## src/rtl/mux_sel_arbiter.sv

```systemverilog
// mux_sel_arbiter: round-robin arbiter that drives the select of a 4:1 mux.
// A granted source keeps the mux for BURST_LEN accepted transfers. After that
// the rotation pointer moves past it and the remaining requesters are searched
// in the same clock edge, so there is no idle cycle between grants.
// A source that drops its request without a transfer gives up the grant.
// Optional feature: define MUX_SEL_ARBITER_LOCK_EN to add the `lock` input.
// While lock is high, the current grant is kept past the end of its burst.
module mux_sel_arbiter #(
    parameter int BURST_LEN = 1
) (
    input  logic       clk,
    input  logic       rst,
    input  logic [3:0] req,
    input  logic       out_ready,
`ifdef MUX_SEL_ARBITER_LOCK_EN
    input  logic       lock,
`endif
    output logic [1:0] sel,
    output logic [3:0] grant,
    output logic       out_valid
);

    typedef enum logic {
        IDLE  = 1'b0,
        GRANT = 1'b1
    } state_t;

    // Index of the last beat of a burst.
    localparam logic [3:0] LAST_BEAT = 4'(BURST_LEN - 1);

    state_t     state_q, state_d;
    logic [1:0] sel_q,   sel_d;
    logic [3:0] grant_q, grant_d;
    logic [1:0] ptr_q,   ptr_d;
    logic [3:0] cnt_q,   cnt_d;

    logic       out_valid_s;
    logic       xfer_s;
    logic       lock_s;
    logic [1:0] ptr_next_s;
    logic [3:0] others_s;
    logic [2:0] pick_idle_s;
    logic [2:0] pick_rot_s;

    // Search r starting at bit `start` and wrapping modulo 4.
    // Returns {found, index}. The loop runs from the farthest offset down
    // to offset 0, so the nearest set bit is the one written last and wins.
    function automatic logic [2:0] pick_first(input logic [3:0] r, input logic [1:0] start);
        logic [2:0] res;
        logic [1:0] idx;
        res = 3'b000;
        for (int i = 3; i >= 0; i--) begin
            idx = start + 2'(i);
            if (r[idx]) begin
                res = {1'b1, idx};
            end else begin
                res = res;
            end
        end
        return res;
    endfunction

    // Turn a 2-bit select code into the matching one-hot grant vector.
    function automatic logic [3:0] onehot(input logic [1:0] s);
        return 4'b0001 << s;
    endfunction

`ifdef MUX_SEL_ARBITER_LOCK_EN
    assign lock_s = lock;
`else
    assign lock_s = 1'b0;
`endif

    // State register: holds every piece of arbiter state; reset clears it all.
    always_ff @(posedge clk or posedge rst) begin
        if (rst) begin
            state_q <= IDLE;
            sel_q   <= 2'd0;
            grant_q <= 4'b0000;
            ptr_q   <= 2'd0;
            cnt_q   <= 4'd0;
        end else begin
            state_q <= state_d;
            sel_q   <= sel_d;
            grant_q <= grant_d;
            ptr_q   <= ptr_d;
            cnt_q   <= cnt_d;
        end
    end

    // Helper terms: the rotated pointer, the other requesters, and both searches.
    always_comb begin
        ptr_next_s  = sel_q + 2'd1;
        others_s    = req & ~onehot(sel_q);
        pick_idle_s = pick_first(req, ptr_q);
        pick_rot_s  = pick_first(others_s, ptr_next_s);
        xfer_s      = out_valid_s && out_ready;
    end

    // Next-state logic: arbitration, beat counting, rotation and release.
    always_comb begin
        state_d = state_q;
        sel_d   = sel_q;
        grant_d = grant_q;
        ptr_d   = ptr_q;
        cnt_d   = cnt_q;
        case (state_q)
            IDLE: begin
                grant_d = 4'b0000;
                cnt_d   = 4'd0;
                if (pick_idle_s[2]) begin
                    sel_d   = pick_idle_s[1:0];
                    grant_d = onehot(pick_idle_s[1:0]);
                    state_d = GRANT;
                end else begin
                    state_d = IDLE;
                end
            end
            GRANT: begin
                if (xfer_s) begin
                    if (cnt_q >= LAST_BEAT) begin
                        cnt_d = 4'd0;
                        if (lock_s) begin
                            // Locked: start another burst on the same source.
                            state_d = GRANT;
                        end else begin
                            ptr_d = ptr_next_s;
                            if (pick_rot_s[2]) begin
                                // Hand over in the same edge, with no idle cycle.
                                sel_d   = pick_rot_s[1:0];
                                grant_d = onehot(pick_rot_s[1:0]);
                                state_d = GRANT;
                            end else begin
                                // No other requester: re-arbitrate from IDLE.
                                // This costs one idle cycle.
                                grant_d = 4'b0000;
                                state_d = IDLE;
                            end
                        end
                    end else begin
                        cnt_d = cnt_q + 4'd1;
                    end
                end else if (!req[sel_q]) begin
                    // The granted source withdrew: release the grant and rotate past it.
                    ptr_d   = ptr_next_s;
                    cnt_d   = 4'd0;
                    grant_d = 4'b0000;
                    state_d = IDLE;
                end else begin
                    // Stalled by the consumer: hold everything unchanged.
                    state_d = GRANT;
                end
            end
            default: begin
                state_d = IDLE;
                grant_d = 4'b0000;
                cnt_d   = 4'd0;
            end
        endcase
    end

    // Output logic: out_valid follows the live request of the granted source.
    always_comb begin
        out_valid_s = 1'b0;
        if (state_q == GRANT) begin
            out_valid_s = req[sel_q];
        end else begin
            out_valid_s = 1'b0;
        end
    end

    assign sel       = sel_q;
    assign grant     = grant_q;
    assign out_valid = out_valid_s;

endmodule

```

## config.mk

```make
export PLATFORM = sky130hd
export DESIGN_NAME = mux_sel_arbiter
export DESIGN_NICKNAME = d
export VERILOG_FILES = /design/src/rtl/mux_sel_arbiter.sv
export SDC_FILE = /design/constraint.sdc
export NUM_CORES = 1
export LEC_CHECK = 0
export ABC_AREA = 1
export ABC_CLOCK_PERIOD_IN_PS = 3200
export BUFFER_PORTS_ARGS = -buffer_cell sky130_fd_sc_hd__buf_4
export CORE_MARGIN = 2
export CORE_UTILIZATION = 47
export CTS_BUF_LIST = sky130_fd_sc_hd__clkbuf_4
export CTS_CLUSTER_DIAMETER = 50
export CTS_CLUSTER_SIZE = 12
export DETAILED_ROUTE_END_ITERATION = 12
export HOLD_SLACK_MARGIN = 0.15
export PLACE_DENSITY = 0.74
export SLEW_MARGIN = 5
export SYNTH_ARGS = -nofsm -noshare
export SYNTH_HDL_FRONTEND = slang
export SYNTH_SLANG_ARGS = --single-unit
```

## constraint.sdc

```tcl
create_clock -name clk -period 3.2 [get_ports clk]
set_clock_uncertainty 0.15 [all_clocks]
set_input_delay 0.16 -clock clk [delete_from_list [all_inputs] [get_ports clk]]
set_output_delay 0.16 -clock clk [all_outputs]
set_load 0.02 [all_outputs]
```

======== Word-level counts from Yosys, hierarchy flattened ========
Cells that the tools add are included.
operators by class
  $add $sub $neg .......................... 8
  div/mod/pow operators ................... 0
  bitwise operators ....................... 3
  shift operators ......................... 3
  reductions and logical operators ........ 4
  order comparisons ....................... 10
  muxes and demuxes ....................... 50
  equal/unequal tests ..................... 8
  multipliers ............................. 0
operators with widths
  kind                                                    count
  2-to-1 mux 4 bit                                        7
  < comparator 2 x 3 -> 1 bit (second input constant)     9
  2-to-1 mux 3 bit                                        8
  binary-select mux 1 bit (select 2 bit)                  9
  case mux 4 bit (2 select lines)                         2
  2-to-1 mux 1 bit                                        15
  2-to-1 mux 2 bit                                        7
  left shift 1 x 2 -> 4 bit (first input constant)        3
  adder 2 bit (second input constant)                     4
  inequality test 2 x 1 -> 1 bit (second input constant)  4
  adder 2 x 1 -> 2 bit (second input constant)            3
  adder 4 x 1 -> 4 bit (second input constant)            1
  bitwise AND 4 bit                                       1
  >= comparator 4 x 1 -> 1 bit (second input constant)    1
  inequality test 2 bit (second input constant)           2
  inverter 4 bit                                          1
  case mux 2 bit (2 select lines)                         1
  AND reduction 4 bit                                     1
  inequality test 3 x 2 -> 1 bit (second input constant)  1
  inequality test 3 bit (second input constant)           1
  AND reduction 3 bit                                     1
  case mux 1 bit (2 select lines)                         1
  AND reduction 2 bit                                     1
  logical AND 1 bit                                       1
  inverter 1 bit                                          1
word-level totals
  memory bits (writable) .................. 0
  memories ................................ 0
  bits in read-only memories .............. 0
  logic and storage cells ................. 91
  bits in latches ......................... 0
  output and inout port bits .............. 7
  bits of input ports ..................... 7
  bits in registers ....................... 13

======== Depth between registers and ports, before layout ========
Gate-level depths: netlist of the first run.
  depth after elaboration ................. 14
  depth in mapped cells ................... 13
  mapped depth without buffers ............ 13

======== Worst setup path after synthesis of the first run ========
Ideal clock, no wire load.
  path kind ............................... register to register
  start ................................... register sel_q[0], in the netlist sel[0]
  end ..................................... register sel_q[1], in the netlist sel[1]
  data required time ...................... 2933 ps
  buffers on the path ..................... 0
  cell stages (with the launch flop) ...... 11
  setup slack ............................. 1070 ps
  clock period less this slack ............ 2130 ps
  arrival time ............................ 1863 ps
  library setup time ...................... 117 ps
  cell sequence ........................... dfrtp_1 inv_1 ha_1 xnor2_1 nand2_1 nand2_2 nor2_2 o21ai_2 inv_2 nand2_1 nand2_1
on the way
  elaborated cells between the ends (all ways) .. 30
  those cells by class .................... add/sub: 4; eq/ne: 2; shift: 1; mux: 19; bitwise: 2; reduce/logical: 2
RTL lines
  element                                 line  source
  from (decl)                             32    logic [1:0] sel_q, sel_d;
  from (signal assigned)                  84    sel_q <= sel_d;
  adder 2 x 1 -> 2 bit (*)                93    ptr_next_s = sel_q + 2'd1;
  via ptr_next_s[0]                       40    logic [1:0] ptr_next_s;
  adder 2 bit                             53    idx = start + 2'(i);
  binary-select mux 1 bit (select 2 bit)  54    if (r[idx]) begin
  2-to-1 mux 1 bit (not written as such)  54
  2-to-1 mux 3 bit (3 in a row)           54
  2-to-1 mux 3 bit (*)                    54
  2-to-1 mux 2 bit                        128   if (pick_rot_s[2]) begin
  2-to-1 mux 2 bit                        121   if (cnt_q >= LAST_BEAT) begin
  2-to-1 mux 2 bit                        120   if (xfer_s) begin
  case mux 2 bit (2 select lines)         107   case (state_q)
The timed path passes the listed nets; every way through them passes the cells marked *. The select of a mux whose other input is x is not followed.
A chain may end at the register's enable or synchronous reset.

======== Final worst setup path of the first run ========
  start ................................... register sel_q[0], in the netlist sel[0]
  end ..................................... register grant_q[3], in the netlist grant[3]
on the way
  elaborated cells between the ends (all ways) .. 31
  those cells by class .................... add/sub: 4; eq/ne: 2; shift: 2; mux: 19; bitwise: 2; reduce/logical: 2
RTL lines
  element                                 line  source
  adder 2 x 1 -> 2 bit (*)                93
  via ptr_next_s[0]                       40
  adder 2 bit                             53
  binary-select mux 1 bit (select 2 bit)  54
  2-to-1 mux 1 bit (not written as such)  54
  2-to-1 mux 3 bit (3 in a row)           54
  2-to-1 mux 3 bit (*)                    54
  left shift 1 x 2 -> 4 bit               65    return 4'b0001 << s;
  2-to-1 mux 4 bit (*)                    128
  2-to-1 mux 4 bit (*)                    121
  2-to-1 mux 4 bit (*)                    120
  case mux 4 bit (2 select lines) (*)     107
  to (signal assigned)                    85    grant_q <= grant_d;
  to (decl)                               33    logic [3:0] grant_q, grant_d;
Marks and branches as above.

==> results.cfg, run 1 <==
[outcome]
outcome = finished, final reports clean

[timing]
final_max_slew_viol_count = 0
rsz0062_at_grt = false
tns_ps = 0
max_freq_ghz = 0.398
setup_viol = 0
period_share_pct = 78.5
hold_viol = 0
min_period_ps = 2510
slew-limit-headroom_pct = 64.5
fin_hold_ws_ps = 282
tightest_slew_ps = 532

[clock_network]
cts_root_buffer = clkbuf_4
clk_latency_ps = 250
htreeDepth = 1
clockBufferDepth = 2
cts-hold-fix-buffers = 2
cts_sinks = 9
postCtsResizedCells = 0
cts_buffers = 3
post_cts_buffers = 0
cts_tree = yes
clk_pin_slew_ps = 60

[grt]
antenna_found_initial = 0
grt_max_degree = 17
global_route.peak_usage_layer = met2
grt_pass1_wl_um = 4180
grt_use_met2_pct = 33.8
first_global_vias = 1017
met1_usage_pct = 28.5
use_met3_pct = 1.72
gr-total-overflow = 0
grt.total_usage_pct = 20.0

[critical_path]
cp.required_ps = 3240
r2r_slack_ps = 690
cp-start-kind = flop
crit_arrival_ps = 2550
critical_path_class = flop to flop
endpoint_kind = flop
path_max_fanout = 16

[detailed_routing]
wl_per_cell_um = 10.5
vias_per_cell = 5.07
vias = 1131
drt_iter0_markers = 38
drtPass1Iterations = 4
wirelength_um = 2330
ant_nets = 0
drcViolationCount = 0

[floorplanning]
dieWidth_um = 51.6
die_area_um2 = 2660
start_util_pct = 49.1
fp.dieH_um = 51.6
pin_count = 14
core_region_area_um2 = 2170
fp-row-count = 17

[yosys]
synth_edf_count = 0
avgSynthCellArea_um2 = 5.98
synth_area_leader_cell = dfrtp_1
postSynthRegisterBits = 9
yosysSeqAreaShare_pct = 21.2
yosysTopAreaCellShare_pct = 21.2
syn_nets = 189
synth.cell_area_um2 = 1060
yosysMostFrequentCell = nand2_1
yosys-top-cells-count = nand2_1, nand3_1, inv_1, nand2_2, dfrtp_1
yosysWarnings = 0
syn_inst = 178
netlist_top_cells_area = dfrtp_1, nand2_1, nand3_1
ys.flop_type = dfrtp_1
ys_types = 20
synthArstFlopShare_pct = 100

[place]
port-buffer-count = 13
globalplace.congestion = 0.897
placedCellCount = 217
hpwl_um = 1980

[min_path]
min_path_type = input pin to asynchronous set/reset pin

[layout]
nFillCells = 224
final_nets = 207
finish.utilization_pct = 56.5
drive_gt1_share_pct = 24.1
fin_cells = 223
antennaDiodeCount = 0
syn_to_final_growth_pct = 15.0

[run]
max_cap_viol_count = 0
logic make-up (layout without fill, tap and decap cells):
logic type	after synthesis	count (layout)	share of synthesized area [%]
buffers and inverters	26	43	10.6
XOR/XNOR	2	2	2.35
flip-flops	9	9	21.2
adder cells (fa/ha/maj)	4	4	4.70
AND/OR/NAND/NOR	121	121	52.4
AO/OA/AOI/OAI	16	16	8.81
path summary, 6_finish.rpt:
check	startpoint	to	cells past startpoint
setup / recovery	sel[0]	grant[3]	11
hold / removal	rst	grant[1]	3
setup reg to reg	sel[0]	grant[3]	11
hold reg to reg	grant[2]	grant[2]	2
max in group asynchronous	rst	sel[1]	3
min in group clk	grant[2]	grant[2]	2
layout by cell type (no fill, tap or decap), drive strengths merged:
cell	n
ha	4
a21oi	5
nand2	75
dfrtp	9
nor2	11
xnor2	1
buf	13
dlygate4sd3	2
nand4	2
a21boi	1
o21ai	10
xor2	1
nand3	33
clkinv	1
inv	23
clkbuf	4
metrics by stage:
| step | instance area (um^2) | worst slack, ps |
|---|---|---|
| 4_1_cts | 1220 | 701 |
| 3_5_place_dp | 1170 | 710 |
| 3_3_place_gp | 1170 | 781 |
| 2_1_floorplan | 1060 | 1070 |
| 6_report | 1220 | 689 |
| 5_1_grt | 1220 | 439 |
worst max-delay path: stages (launching register included):
cell and delay (ps):
dfrtp_1 670, inv_1 260, ha_1 450, xnor2_1 290
nand2_1 110, nand2_2 80, nand2_2 60, nand2_1 70
nand2_2 70, nand2_2 70, nand3_1 80, nand3_1 90
area by class of cell:
type	instances	area (um^2)	share of cell area [%]
Clock buffer	4	30.0	2.45
Inverter	24	90.1	7.35
Multi-Input combinational cell	143	727	59.3
Sequential cell	9	225	18.4
Tap cell	28	35.0	2.86
Timing Repair Buffer	15	118	9.60
routing by layer:
| metal | vias up | wire length (um) |
|---|---|---|
| met4 | 0 | 7 |
| li1 | 599 | - |
| met2 | 13 | 1190 |
| met3 | 2 | 22 |
| met5 | - | 0 |
| met1 | 517 | 1110 |
registers in the layout (all words and copies together) (netlist names):
signal and count:
ptr_q 2, sel 2, state_q 1, grant 4
Power of run 1 is left out: the tool's default activity adds up to more than one toggle a clock period on the data nets, which glitch-free logic cannot reach.
==> run 2, diff against run 1 <==
ABC_AREA = 0   (was 1)
ABC_CLOCK_PERIOD_IN_PS = 2280   (was 3200)
PLACE_DENSITY = 0.79   (was 0.74)
clock period = 2.28 ns   (was 3.2 ns; I/O delays follow)
==> run 2 against run 1 <==
Count of clock-buffer cells in the layout unchanged. Critical path depth down 4. First-iteration DRC count down 50%. Flip-flop and latch count unchanged. Via count down 37%. Worst hold slack worse by 86 ps. Highest routed layer unchanged.
==> results.cfg, run 2 <==
[outcome]
outcome = finished, final reports clean

[clock_network]
post_cts_buffers = 0
cts_sinks = 9
htreeDepth = 1
clk_latency_ps = 260
clockBufferDepth = 2
cts_tree = yes
clk_pin_slew_ps = 70
cts_buffers = 3
cts_root_buffer = clkbuf_4

[detailed_routing]
wl_per_cell_um = 15.2
wirelength_um = 1840
wl_met2_um = 845
met3_length_um = 63
drcViolationCount = 0
vias = 707
ant_nets = 0
drtPass1Iterations = 4
drt_iter0_markers = 19
vias_per_cell = 5.84
met1_length_um = 917
topRoutingLayerUsed = met4

[critical_path]
cp.required_ps = 2320
worstPathCellList = inv_1 > ha_1 > and2b_1 > a221oi_1 > o21ai_1 > or2_1 > o21ai_1
critical_path_class = flop to flop
path_max_fanout = 9
crit_arrival_ps = 2180
cp-start-kind = flop
critPathMaxStageDelay_ps = 470
crit_slowest_cell = dfrtp_2
crit_top_cell = o21ai_1
endpoint_kind = flop

[floorplanning]
die_area_um2 = 1890
fp.dieH_um = 43.5
start_util_pct = 49.2
fp-row-count = 14
pin_count = 14
dieWidth_um = 43.5
core_region_area_um2 = 1490

[layout]
final_cell_area_um2 = 921
layout_commonest_cell = buf_4
syn_to_final_growth_pct = 25.6
final_nets = 117
drive_gt1_share_pct = 24.8
final_cell_mix = buf_4, inv_1, dfrtp_1
antennaDiodeCount = 0
largest_register_ff_count = 4
finish.utilization_pct = 61.8

[yosys]
synth.cell_area_um2 = 733
avgSynthCellArea_um2 = 8.53
yosysTopAreaCellShare_pct = 30.7
syn_nets = 97
yosysSeqAreaShare_pct = 30.7
yosysWarnings = 0
yosys-top-cells-count = dfrtp_1, inv_1, nand2_1, nor2_1
postSynthRegisterBits = 9
netlist_top_cells_area = dfrtp_1, ha_1, inv_1
synth_edf_count = 0
ys.flop_type = dfrtp_1
syn_inst = 86
synthArstFlopShare_pct = 100
ys_types = 36
synth_area_leader_cell = dfrtp_1

[timing]
final_max_slew_viol_count = 0
tns_ps = 0
max_freq_ghz = 0.468
hold_viol = 0
min_period_ps = 2140
tightest_slew_ps = 532
period_share_pct = 93.8
rsz0062_at_grt = false
setup_viol = 0
slew-limit-headroom_pct = 64.2

[place]
port-buffer-count = 13
globalplace.congestion = 0.949
hpwl_um = 1350
place_area_um2 = 851

[grt]
gr-total-overflow = 0
first_global_vias = 697
grt_max_degree = 10
grt.total_usage_pct = 22.3
grt_pass1_wl_um = 3080
antenna_found_initial = 0

[power]
peakVddDrop_v = 0.000721
leakage_nw = 0.438
p_per_area_nw_per_um2 = 1380

[min_path]
min_path_type = input pin to flop

[run]
max_cap_viol_count = 0
## run 2: cell count changes after synthesis, moves of 4 or more
cell	before	now
nor2_2	4	0
nand2b_1	0	4
nand2_2	17	0
o21ai_0	5	1
inv_2	4	0
inv_1	19	9
nand2_1	58	7
nand3_1	32	0
## run 2: path summary, 6_finish.rpt
| check | startpoint | cells after the start | to | slack, ps |
|---|---|---|---|---|
| worst max register to register | sel[0] | 7 | grant[3] | 140 |
| worst min-delay path | req[3] | 4 | grant[1] | 200 |
| min in group asynchronous | rst | 3 | state_q | 240 |
| worst min register to register | grant[0] | 1 | grant[0] | 370 |
| max in group asynchronous | rst | 3 | sel[0] | 1440 |
| worst max-delay path | sel[0] | 7 | grant[3] | 140 |
## run 2: worst max-delay path: cells and delay by family, from the launching register on
kind,cells,cell delay (ps)
buffers and inverters,1,110
AOI/OAI and AO/OA,3,640
and+or+nand+nor,2,510
DFF,1,470
adders and majority gates,1,190
## run 2: kinds of logic (layout without fill, tap and decap cells)
| group | count (synthesis) | in the layout | synth area share (%) |
|---|---|---|---|
| adders and majority gates | 4 | 4 | 6.83 |
| muxes | 5 | 5 | 7.17 |
| AOI/OAI and AO/OA | 26 | 26 | 26.5 |
| and+or+nand+nor | 30 | 30 | 22.2 |
| DFF | 9 | 9 | 30.7 |
| buffers and inverters | 12 | 31 | 6.65 |
## run 2: stage by stage
| stage | setup slack (ps) | power, mW | cells | hold WS (ps) |
|---|---|---|---|---|
| after CTS | 22.8 | 1.25 | 121 | 188 |
| after detailed placement | 56.2 | 1.08 | 114 | -34.6 |
| final | 142 | 1.27 | 121 | 196 |
| after global placement | 176 | 1.06 | 114 | -40.8 |
| after floorplan | 169 | 0.852 | 86 | -208 |
| after global routing | 0.310 | 1.37 | 121 | 221 |
## run 2: area by class of cell
cell class | count | area [um^2]
clock buffer | 4 | 30.0
fill | 130 | 568
inverter | 9 | 33.8
multi-input combinational | 65 | 468
sequential | 9 | 226
tap | 16 | 20.0
timing repair buffer | 18 | 143
## run 2: timing repair
| item | in CTS | in global routing |
|---|---|---|
| hold endpoints to repair | 13 | 0 |
| hold buffers | 3 | 0 |
| gates resized for setup | 0 | 4 |
| setup endpoints to repair | 0 | 4 |
## run 2: per-layer routing
| layer | global-route usage (%) | up-vias |
|---|---|---|
| met1 | 31.4 | 334 |
| li1 | - | 352 |
| met4 | 10.3 | 0 |
| met5 | 0 | - |
| met3 | 3.75 | 2 |
| met2 | 33.1 | 19 |
## run 2: where the power goes
part           internal [mW]  switching, mW
clock                 0.0795         0.0631
combinational          0.363          0.442
sequential             0.237         0.0896
total                  0.680          0.595
Power figures use the tool's default switching activity.
